File: config.mk
export PLATFORM = sky130hd
export DESIGN_NAME = aer_event_receiver
export DESIGN_NICKNAME = d
export VERILOG_FILES = /design/src/rtl/aer_event_receiver.sv
export SDC_FILE = /design/constraint.sdc
export NUM_CORES = 1
export LEC_CHECK = 0
export ABC_AREA = 1
export CAP_MARGIN = 20
export CORE_MARGIN = 4
export CORE_UTILIZATION = 50
export DETAILED_ROUTE_END_ITERATION = 12
export PLACE_DENSITY = 0.68
export RECOVER_POWER = 25
export REMOVE_ABC_BUFFERS = 1
export SLEW_MARGIN = 15
export SYNTH_ARGS = -nofsm -noshare
export SYNTH_HDL_FRONTEND = slang
export SYNTH_SLANG_ARGS = --single-unit
File: constraint.sdc
create_clock -name clk_i -period 5.6 [get_ports clk_i]
set_clock_uncertainty 0.15 [all_clocks]
set_input_delay 1.68 -clock clk_i [delete_from_list [all_inputs] [get_ports clk_i]]
set_output_delay 1.68 -clock clk_i [all_outputs]
set_load 0.05 [all_outputs]
File: src/rtl/aer_event_receiver.sv
// aer_event_receiver: consumer end of the AER arbitration tree.
// Detects new grants from the top-level arbiter, stamps them with a
// free-running timestamp, buffers them in a first-word-fall-through FIFO
// and presents them to readout over valid/ready. The arbiter is throttled
// with hysteresis as the FIFO nears full, and the block drains to IDLE
// when disabled.
module aer_event_receiver #(
    parameter int X_W      = 4,
    parameter int Y_W      = 4,
    parameter int TS_W     = 16,
    parameter int DEPTH    = 8,
    parameter int AF_LEVEL = 6
) (
    input  logic                          clk_i,
    input  logic                          reset_ni,
    input  logic                          enable_i,
    input  logic                          active_i,
    input  logic [X_W-1:0]                x_add_i,
    input  logic [Y_W-1:0]                y_add_i,
    input  logic                          grp_release_i,
    output logic                          arb_enable_o,
    output logic                          event_valid_o,
    input  logic                          event_ready_i,
    output logic [1+TS_W+X_W+Y_W-1:0]     event_data_o,
    output logic [$clog2(DEPTH):0]        fifo_count_o,
    output logic                          overflow_o,
    output logic [7:0]                    drop_cnt_o
);

    localparam int AW = $clog2(DEPTH);
    localparam int CW = AW + 1;
    localparam int DW = 1 + TS_W + X_W + Y_W;

    typedef enum logic [1:0] {
        IDLE     = 2'd0,
        RUN      = 2'd1,
        THROTTLE = 2'd2,
        DRAIN    = 2'd3
    } state_t;

    state_t          state;
    logic            active_q;
    logic [X_W-1:0]  x_q;
    logic [Y_W-1:0]  y_q;
    logic [TS_W-1:0] ts;

    logic [DW-1:0]   mem [DEPTH];
    logic [AW-1:0]   wr_ptr;
    logic [AW-1:0]   rd_ptr;
    logic [CW-1:0]   count;

    logic            new_evt;
    logic            capture;
    logic            full;
    logic            empty;
    logic            pop;
    logic            push;
    logic            drop;

    // A grant is new when active rises or the granted address moves while
    // active stays high; a steady grant of one address is a single event.
    assign new_evt = active_i & (~active_q | (x_add_i != x_q) | (y_add_i != y_q));
    // Grants seen while idle or draining are deliberately ignored.
    assign capture = new_evt & ((state == RUN) | (state == THROTTLE));

    assign full  = (count == CW'(DEPTH));
    assign empty = (count == '0);
    assign pop   = ~empty & event_ready_i;
    // A full FIFO still accepts a word when the head leaves in the same cycle.
    assign push  = capture & (~full | pop);
    assign drop  = capture & full & ~pop;

    assign event_valid_o = ~empty;
    // Forced to zero when empty so stale storage never reaches readout.
    assign event_data_o  = empty ? '0 : mem[rd_ptr];
    assign fifo_count_o  = count;

    // Register the arbiter inputs every cycle for edge/change detection.
    always_ff @(posedge clk_i or negedge reset_ni) begin
        if (!reset_ni) begin
            // NOTE: sequential state uses non-blocking assignments so every
            // flop samples pre-edge values regardless of block ordering.
            active_q <= 1'b0;
            x_q      <= '0;
            y_q      <= '0;
        end else begin
            active_q <= active_i;
            x_q      <= x_add_i;
            y_q      <= y_add_i;
        end
    end

    // Free-running timestamp, frozen only while IDLE; wraps silently.
    always_ff @(posedge clk_i or negedge reset_ni) begin
        if (!reset_ni) begin
            ts <= '0;
        end else if (state != IDLE) begin
            ts <= ts + TS_W'(1);
        end
    end

    // FIFO storage write; the word carries the pre-edge timestamp.
    // NOTE: the storage array has no reset; validity is tracked by count,
    // so resetting it would only add muxes to every entry.
    always_ff @(posedge clk_i) begin
        if (push) begin
            mem[wr_ptr] <= {grp_release_i, ts, x_add_i, y_add_i};
        end
    end

    // FIFO pointers and occupancy; pointers wrap naturally at DEPTH.
    always_ff @(posedge clk_i or negedge reset_ni) begin
        if (!reset_ni) begin
            wr_ptr <= '0;
            rd_ptr <= '0;
            count  <= '0;
        end else begin
            if (push) wr_ptr <= wr_ptr + AW'(1);
            if (pop)  rd_ptr <= rd_ptr + AW'(1);
            case ({push, pop})
                2'b10:   count <= count + CW'(1);
                2'b01:   count <= count - CW'(1);
                default: count <= count;
            endcase
        end
    end

    // Sticky overflow flag and saturating count of dropped events.
    always_ff @(posedge clk_i or negedge reset_ni) begin
        if (!reset_ni) begin
            overflow_o <= 1'b0;
            drop_cnt_o <= '0;
        end else if (drop) begin
            overflow_o <= 1'b1;
            if (drop_cnt_o != 8'hFF) drop_cnt_o <= drop_cnt_o + 8'd1;
        end
    end

    // Control FSM with registered arbiter enable matching the next state.
    always_ff @(posedge clk_i or negedge reset_ni) begin
        if (!reset_ni) begin
            state        <= IDLE;
            arb_enable_o <= 1'b0;
        end else begin
            case (state)
                IDLE: begin
                    if (enable_i) begin
                        state        <= RUN;
                        arb_enable_o <= 1'b1;
                    end else begin
                        arb_enable_o <= 1'b0;
                    end
                end
                RUN: begin
                    if (!enable_i) begin
                        state        <= DRAIN;
                        arb_enable_o <= 1'b0;
                    end else if (count >= CW'(AF_LEVEL)) begin
                        state        <= THROTTLE;
                        arb_enable_o <= 1'b0;
                    end else begin
                        arb_enable_o <= 1'b1;
                    end
                end
                THROTTLE: begin
                    if (!enable_i) begin
                        state        <= DRAIN;
                        arb_enable_o <= 1'b0;
                    end else if (count <= CW'(AF_LEVEL - 2)) begin
                        state        <= RUN;
                        arb_enable_o <= 1'b1;
                    end else begin
                        arb_enable_o <= 1'b0;
                    end
                end
                default: begin  // DRAIN: always returns through IDLE
                    arb_enable_o <= 1'b0;
                    if (empty) state <= IDLE;
                end
            endcase
        end
    end

endmodule

==> metrics.txt, run 1 <==
CP bufs+invs=3; commonest non-fill, non-tap cell in the layout=edfxtp_1; most frequent cells in the layout=200 x edfxtp_1, 162 x nor2_1, 125 x o21ai_0; Crit path largest cell delay=between 0.4 and 0.5 ns; pwr dens=623.4 nW/µm²; design area=12070 µm²; switching part of the total=39.39%; Core ar.=19720 µm²; detailed-route wire length per cell=17.70 µm; Clock Root Buffer=clkbuf_16; maximum root-to-sink buffer count=3; Clock power frac=21.4%; post-synth cell types=38; Initial Utilization=51.48%; Worst IR Drop VDD=roughly 0.44 mV; CP max-delay cell=dfrtp_2; CP Cell Sequence=inv_2 > buf_12 > o21ai_0 > o22ai_1 > o21ai_0 > a31oi_1 > buf_12; # IOs=54; outcome=finished, final reports clean; CP delay by family, top=buffers and inverters; Seq/Total Area, Yosys=70.76%; vias post-DR=6381; nets=just over 900; period utilization=81.15%; synthesized area=10150 µm²; DRT iter0 DRCs=573; fmax=between 200 and 250 MHz; clock sink count=about 250; WS Path Type=reg -> out; antenna viol nets, final=0; mean post-synth cell area=12.01 µm²; Ant. Diodes=0; Clock transition at path regs=0.06 ns; Vias/cell=5.389; Final setup viols=0; row cnt=about 50; synthesis-to-finish area growth=18.92%; Crit Path Max Fanout=75; Leak=roughly 4.5 nW; Die ar.=22640 µm²; Seq pwr share=approximately a third; Hold Vio Cnt, Final=0; max-cap violation count=0; cts repair resizes=0; Placed Instance Area=about 11000 µm²; Logic pwr share=45.9%; DRC viols=0; largest net degree at the start of global routing=102; Internal=4.561 mW; Worst setup EP type=primary output; port bufs=53; CTS tree=done; worst-skew pair later-pin latency=0.50 ns; first-pass GRT wire length=33.72 mm; drt first pass iters=4; Post-CTS Setup Repair Bufs=0; yosys warns=0; post-layout util=approximately three fifths; die height=around 150 µm; H-tree depth=1; post-layout min period=4.544 ns; Die Wd=150.5 µm; GR Util All Layers=19.03%; WL final=20.95 mm; crit path DAT=2.71 ns; Slew headroom=36.64%; RSZ-0062 raised after global routing=no; startpoint types=flip-flop; RD Place Congestion=0.7759; Synth Register Bits=247; Slew Limit Fails=0; measured slew at the worst slew-check pin=roughly 0.95 ns; initial antenna violation count=0; total global routing overflow=0; number of global-route vias before repair=6304; worst hold path type=reg -> reg; Cells after Synth=845; share of layout cells above drive strength 1=11.86%; Detailed Place HPWL=between 10 and 15 mm; CTS Buf Count=25; Psw=2.963 mW; Worst Path Required=3.77 ns; hold-fix buffer count after cts=0
[final cells by class]
| class | instances | area [µm²] |
|---|---|---|
| multi-input cells | 514 | 2639 |
| well taps | 265 | 331.6 |
| flip-flops and latches | 247 | 7183 |
| clock buffers | 41 | 767.0 |
| clock inverters | 4 | 47.55 |
| repair buffers | 70 | 940.9 |
| inverters | 43 | 161.4 |
| fillers | 1493 | 7647 |
[logic make-up after synthesis]
logic type / synth area share (%)
adder cells (fa/ha/maj): 1.430
XOR/XNOR: 2.244
buffers and inverters: 3.279
AO/OA/AOI/OAI: 10.33
AND/OR/NAND/NOR: 11.96
flip-flops: 70.76
[worst paths after layout]
kind | from | endpoint | slack (ns) | cells after the start
max | rd_ptr[0]$_DFFE_PN0P_ | event_data_o[12] | 1.06 | 7
min | overflow_o$_DFFE_PN0P_ | overflow_o$_DFFE_PN0P_ | 0.33 | 1
max reg2reg | fifo_count_o[3]$_DFFE_PN0P_ | fifo_count_o[3]$_DFFE_PN0P_ | 2.71 | 17
min reg2reg | overflow_o$_DFFE_PN0P_ | overflow_o$_DFFE_PN0P_ | 0.33 | 1
max in group asynchronous | reset_ni | rd_ptr[0]$_DFFE_PN0P_ | 3.68 | 2
min in group asynchronous | reset_ni | drop_cnt_o[0]$_DFFE_PN0P_ | 1.13 | 2
[power groups by stage]
stage	registers, mW	clock network, mW	logic [mW]
after floorplan	2.63	0	1.82
after global placement	2.49	0	3.46
after detailed placement	2.49	0	3.50
after CTS	2.46	1.64	3.51
after global routing	2.49	1.72	3.73
final	2.46	1.61	3.45
[synthesized netlist by cell type]
cell	count	area, µm²
a2111oi_0	1	8.760
a211oi_1	1	7.510
a21boi_1	1	7.510
a21oi_1	2	10.01
a31oi_1	26	162.7
buf_1	3	11.26
buf_2	5	25.02
buf_4	1	7.510
buf_6	1	11.26
clkbuf_1	31	116.4
dfrtp_1	47	1176
edfxtp_1	200	6006
fa_1	1	20.02
ha_1	10	125.1
inv_1	39	146.4
inv_2	4	15.01
nand2_1	74	277.8
nand2_2	3	18.77
nand2_4	2	22.52
nand3_1	16	80.08
nand3_2	3	30.03
nand3_4	1	17.52
nand4_1	3	18.77
nor2_1	170	638.1
nor2_2	1	6.260
nor2_4	3	33.78
nor2_8	1	20.02
nor3_1	1	5.000
nor3_2	1	10.01
nor3_4	1	16.27
o211ai_1	1	7.510
o21ai_0	125	625.6
o21ai_1	11	55.05
o22ai_1	25	156.4
o31ai_1	1	7.510
or2_2	3	18.77
xnor2_1	12	105.1
xor2_1	14	122.6
[registers in the layout, summed over array words and instances (netlist names), 3 cells and up]
| name | count |
|---|---|
| x_q | 4 |
| ts | 16 |
| drop_cnt_o | 8 |
| mem | 200 |
| y_q | 4 |
| wr_ptr | 3 |
| fifo_count_o | 4 |
| rd_ptr | 3 |
[worst register-to-register path, cell delays in order (launching register included)]
cell and delay (ns):
dfrtp_1 0.42, inv_1 0.11, nand2_1 0.09, nor2_1 0.05, inv_2 0.49, nand2_1 0.22
inv_1 0.17, nand2_2 0.12, inv_1 0.10, ha_1 0.26, nand2_1 0.08, nand2_1 0.04
a31oi_1 0.18, inv_1 0.06, nand2_1 0.08, nand2_1 0.06, nand2_1 0.06, nand2_1 0.05
[metal layers]
layer  track usage [%]  up-vias  part of all wire (%)
met5                 0        -                     0
li1                  -     3094                     -
met2             31.44      152                    47
met1             26.60     3102                    45
met3             2.980       33                   5.6
met4             5.032        0                   1.9
[metrics by stage]
stage | TNS, ns | hold slack [ns] | power [mW] | cells | setup slack (ns)
after detailed placement | 0 | 0.3019 | 5.992 | 1139 | 0.9887
after global placement | 0 | 0.3092 | 5.951 | 1139 | 1.050
final | 0 | 0.3268 | 7.524 | 1184 | 1.056
after CTS | 0 | 0.3294 | 7.609 | 1184 | 1.015
after floorplan | -5.333 | 0.3567 | 4.449 | 804 | -0.2206
after global routing | 0 | 0.3389 | 7.937 | 1184 | 0.8130
Note: power is estimated with default switching activity, not from simulation.
==> run 2: changes to the inputs <==
==> constraint.sdc (replaced) <==
create_clock -name clk_i -period 4.24 [get_ports clk_i]
set_clock_uncertainty 0.15 [all_clocks]
set_input_delay 1.272 -clock clk_i [delete_from_list [all_inputs] [get_ports clk_i]]
set_output_delay 1.272 -clock clk_i [all_outputs]
set_load 0.05 [all_outputs]
==> run 2 against run 1 <==
Via count is 1.1% higher. Critical path type unchanged. Total power is 33% higher. Clock power is 34% higher. Largest cell class unchanged. Final cell count is 0.59% higher. Sequential cell count stayed put. First-iteration DRC count is 6.8% lower.
==> metrics.txt, run 2 (synthesized netlist as in run 1, its figures left out) <==
DRT iter0 DRCs=534; outcome=finished, final reports clean; post-layout util=61.81%; cts repair resizes=0; number of global-route vias before repair=6415; most used cell, CP=o21ai_0; cell depth of the worst flop-to-flop path=17; pre-CTS setup slack=a little under 0.3 ns; Crit Path Max Fanout=64; # IOs=54; Vias/cell=5.418; GRT met2 Usage=31.67%; busiest grt layer=met2; met3 GRT Util=about 3.1%; WHS=0.3281 ns; design area=12190 µm²; maximum root-to-sink buffer count=3; hold-fix buffer count after cts=0; post-route setup TNS=0 ns; Post-CTS Setup Repair Bufs=0; synthesis-to-finish area growth=20.07%; GR Util All Layers=19.24%; measured slew at the worst slew-check pin=~0.90 ns; Ant. Diodes=0; Initial Utilization=between 50% and 60%; first-pass GRT wire length=33.87 mm; largest registers=mem: 200 flops, ts: 16 flops, drop_cnt_o: 8 flops; H-tree depth=1; largest net degree at the start of global routing=90; Die ar.=22640 µm²; detailed-route wire length per cell=17.64 µm; Hold Crit Depth=1; vias post-DR=6453; Crit path largest cell delay=around 0.56 ns; RD Place Congestion=about 0.80; Detailed Place HPWL=11.54 mm; pwr dens=823.1 nW/µm²; Slew headroom=39.91%; CP Cell Sequence=buf_4 > o21ai_0 > o22ai_1 > o21ai_0 > a31oi_1 > buf_12; initial antenna violation count=0; worst hold path type=reg -> reg; Core ar.=19720 µm²; port bufs=53; CP max-delay cell=buf_4; total global routing overflow=0; die height=150.5 µm; Die Wd=roughly 150 µm; Placed Instance Area=11380 µm²; commonest non-fill, non-tap cell in the layout=edfxtp_1; row cnt=51; WS Path Type=reg -> out; most frequent cells in the layout=200 x edfxtp_1, 162 x nor2_1, 125 x o21ai_0; CTS tree=done; Worst IR Drop VDD=around 0.63 mV; period utilization=94.94%; final worst-path setup slack=0.2145 ns; DRC viols=0; FILL cells=between 1000 and 1500; crit path DAT=around 2.6 ns; Clock Root Buffer=clkbuf_16; share of layout cells above drive strength 1=12.63%; Worst Path Required=2.82 ns; nets=around 930; clock sink count=247; post-layout min period=4.025 ns; CTS Buf Count=25; max-cap violation count=0; Hold Vio Cnt, Final=0; Final setup viols=0; antenna viol nets, final=0; fmax=between 200 and 250 MHz; startpoint types=flip-flop; worst-skew pair later-pin latency=around 0.52 ns; Slew Limit Fails=0; RSZ-0062 raised after global routing=no; Reg with most FFs=mem; drt first pass iters=5; Clock transition at path regs=0.06 ns; Worst setup EP type=primary output; max FFs per register=200; WL final=21.01 mm; Global Route met1 Usage=26.99%; Leak=around 4.5 nW
## run 2: cell types whose count changed in the layout (fill, tap and decap cells not counted), sizes merged
| cell | previous run | this run |
|---|---|---|
| inv | 43 | 44 |
| clkinv | 2 | 10 |
| buf | 43 | 48 |
| bufinv | 1 | 3 |
| clkbuf | 41 | 32 |
## run 2: stage by stage
step / total power, mW / instances
global route: 10.60 / 1191
finish: 10.03 / 1191
global placement: 7.905 / 1145
CTS: 10.11 / 1191
floorplan: 5.876 / 804
detailed placement: 7.952 / 1145
## run 2: path summary, 6_finish.rpt
kind | slack, ns | to | start
min in group asynchronous | 0.71 | drop_cnt_o[7]$_DFFE_PN0P_ | reset_ni
max | 0.21 | event_data_o[17] | rd_ptr[0]$_DFFE_PN0P_
max reg2reg | 1.60 | fifo_count_o[3]$_DFFE_PN0P_ | fifo_count_o[1]$_DFFE_PN0P_
min | 0.33 | overflow_o$_DFFE_PN0P_ | overflow_o$_DFFE_PN0P_
min reg2reg | 0.33 | overflow_o$_DFFE_PN0P_ | overflow_o$_DFFE_PN0P_
max in group asynchronous | 2.18 | rd_ptr[0]$_DFFE_PN0P_ | reset_ni
## run 2: final cells by class
cell class	count	area, µm²	area share (%)
clock buffer	31	658.1	5.400
sequential	247	7183	58.94
inverter	43	161.4	1.324
tap	265	331.6	2.721
timing repair buffer	76	1047	8.593
multi-input combinational	514	2655	21.79
clock inverter	15	150.1	1.232
## run 2: report_power, final
part / internal (mW) / leakage [nW] / switching (mW)
Sequential: 3.03 / 2.45 / 0.212
Combinational: 1.75 / 1.68 / 2.89
Clock: 1.28 / 0.396 / 0.866
## run 2: critical path, delay by kind of cell, from the launching register on
kind | cells | cell delay (ns)
buffers and inverters | 2 | 0.76
AOI/OAI and AO/OA | 4 | 0.88
DFF | 1 | 0.41
## run 2: layer usage
metal / vias to the layer above / share of wire (%)
li1: 3102 / -
met1: 3128 / 45
met2: 191 / 48
met3: 32 / 5.8
met4: 0 / 1.7
met5: - / 0
==> run 3: changes to the inputs <==
--- a/config.mk
+++ b/config.mk
@@ -8,9 +8,9 @@
 export ABC_AREA = 1
 export CAP_MARGIN = 20
 export CORE_MARGIN = 4
-export CORE_UTILIZATION = 50
+export CORE_UTILIZATION = 55
 export DETAILED_ROUTE_END_ITERATION = 12
-export PLACE_DENSITY = 0.68
+export PLACE_DENSITY = 0.74
 export RECOVER_POWER = 25
 export REMOVE_ABC_BUFFERS = 1
 export SLEW_MARGIN = 15
==> run 3 against run 2 <==
Fmax is 0.19% lower. First-iteration DRC count is 5.4% higher. Non-clock buffer count is 11 higher. Via count is 2.9% higher. Core utilization is 5.6 points higher. Sequential cell count stayed put. Critical path type unchanged. Combinational power is 1% higher. Final area hardly changed.
==> metrics.txt, run 3 (synthesized netlist as in run 1, its figures left out) <==
outcome=finished, final reports clean; total global routing overflow=0; detailed-route wire length per cell=18.72 µm; design area=about 12000 µm²; Multi-input gate area=approximately 2700 µm²; max FFs per register=200; RSZ-0062 raised after global routing=no; WHS=0.3317 ns; Die Wd=143.8 µm; clock sink count=247; Worst Setup SP=rd_ptr[0]$_DFFE_PN0P_; initial antenna violation count=0; crit path DAT=2.61 ns; Ant. Diodes=0; final worst-path setup slack=0.2069 ns; R2R Setup Slk=1.47 ns; cell depth of the worst flop-to-flop path=18; Placed Instance Area=~11000 µm²; hold-fix buffer count after cts=0; pwr dens=~830 nW/µm²; Worst setup EP type=primary output; CP endpoint=event_data_o[11]; pre-CTS setup slack=~0.22 ns; commonest non-fill, non-tap cell in the layout=edfxtp_1; startpoint types=flip-flop; nets=942; post-route setup TNS=0 ns; WL final=about 22 mm; drt first pass iters=6; post-layout min period=4.033 ns; FILL cells=1257; CTS Buf Count=24; period utilization=between 90 and 100%; Clock Root Buffer=clkbuf_16; RR Startpoint=fifo_count_o[1]$_DFFE_PN0P_; GR Util All Layers=a little over a fifth; Clock transition at path regs=0.06 ns; row cnt=49; Worst Path Required=2.82 ns; Hold Vio Cnt, Final=0; WS Path Type=reg -> out; Detailed Place HPWL=around 13 mm; CTS tree=done; Core ar.=18090 µm²; Slew headroom=between 30% and 40%; synthesis-to-finish area growth=20.14%; Vias/cell=5.713; port bufs=53; fmax=248.0 MHz; largest registers=mem: 200 flops, ts: 16 flops, drop_cnt_o: 8 flops; share of layout cells above drive strength 1=a little over an eighth; maximum root-to-sink buffer count=3; max-cap violation count=0; first-pass GRT wire length=34.60 mm; worst reg2reg endpoint=fifo_count_o[3]$_DFFE_PN0P_; largest net degree at the start of global routing=52; worst-skew pair later-pin latency=just over 0.5 ns; H-tree depth=1; post-layout util=67.42%; Crit Path Max Fanout=27; number of global-route vias before repair=6538; Worst IR Drop VDD=0.5889 mV; # IOs=54; DRC viols=0; Leak=4.575 nW; Final setup viols=0; worst hold path type=reg -> reg; DRT iter0 DRCs=563; Die ar.=20690 µm²; measured slew at the worst slew-check pin=0.9034 ns; most frequent cells in the layout=200 x edfxtp_1, 162 x nor2_1, 125 x o21ai_0; antenna viol nets, final=0; RD Place Congestion=0.8075; register area=between 7000 and 8000 µm²; Reg with most FFs=mem; die height=143.8 µm; vias post-DR=roughly 6600; Slew Limit Fails=0; Initial Utilization=about 56%
==> run 3: how the worst min path moves through the flow <==
| stage | startpoint | end | slack, ns | depth (start not counted) |
|---|---|---|---|---|
| final | overflow_o$_DFFE_PN0P_ | overflow_o$_DFFE_PN0P_ | 0.33 | 1 |
| after global routing | overflow_o$_DFFE_PN0P_ | overflow_o$_DFFE_PN0P_ | 0.35 | 1 |
| after CTS | overflow_o$_DFFE_PN0P_ | overflow_o$_DFFE_PN0P_ | 0.33 | 1 |
| after detailed placement | overflow_o$_DFFE_PN0P_ | overflow_o$_DFFE_PN0P_ | 0.31 | 1 |
| after global placement | overflow_o$_DFFE_PN0P_ | overflow_o$_DFFE_PN0P_ | 0.31 | 1 |
| after floorplan | state[0]$_DFFE_PN0P_ | state[0]$_DFFE_PN0P_ | 0.36 | 2 |
==> run 3: metrics by stage <==
stage          power, mW  instances
6_report           10.07       1162
5_1_grt            10.58       1162
4_1_cts            10.12       1162
3_5_place_dp       7.999       1120
3_3_place_gp       7.928       1120
2_1_floorplan      5.876        804
==> run 3: timing repair <==
item                                    4_1_cts  5_1_grt
gates resized for setup                       0        2
endpoints found under the setup margin        0        1
buffers inserted                              0        0
==> run 3: layout make-up <==
| cell class | instances | share of cell area [%] |
|---|---|---|
| inverters | 43 | 1.344 |
| clock inverters | 10 | 0.8619 |
| repair buffers | 87 | 9.173 |
| flip-flops and latches | 247 | 58.91 |
| well taps | 229 | 2.350 |
| multi-input cells | 514 | 21.77 |
| clock buffers | 32 | 5.592 |
==> run 3: critical path, cell delays in order (launching register included) <==
cell,delay (ns)
dfrtp_2,0.65
buf_4,0.40
o21ai_0,0.16
o22ai_1,0.22
o21ai_0,0.12
a31oi_1,0.36
buf_12,0.19
==> run 3: per-layer routing <==
layer	up-vias	track usage (%)	wire, µm
li1	3123	-	-
met1	3269	29.98	9359
met2	216	36.45	10780
met3	31	2.829	1229
met4	0	5.897	387
met5	-	0	0
==> run 3: where the power goes <==
group	total [mW]	internal [mW]	leakage [nW]	switching, mW
clock	2.11	1.25	0.390	0.863
combinational	4.69	1.79	1.74	2.90
sequential	3.27	3.03	2.45	0.242
total	10.1	6.07	4.57	4.00
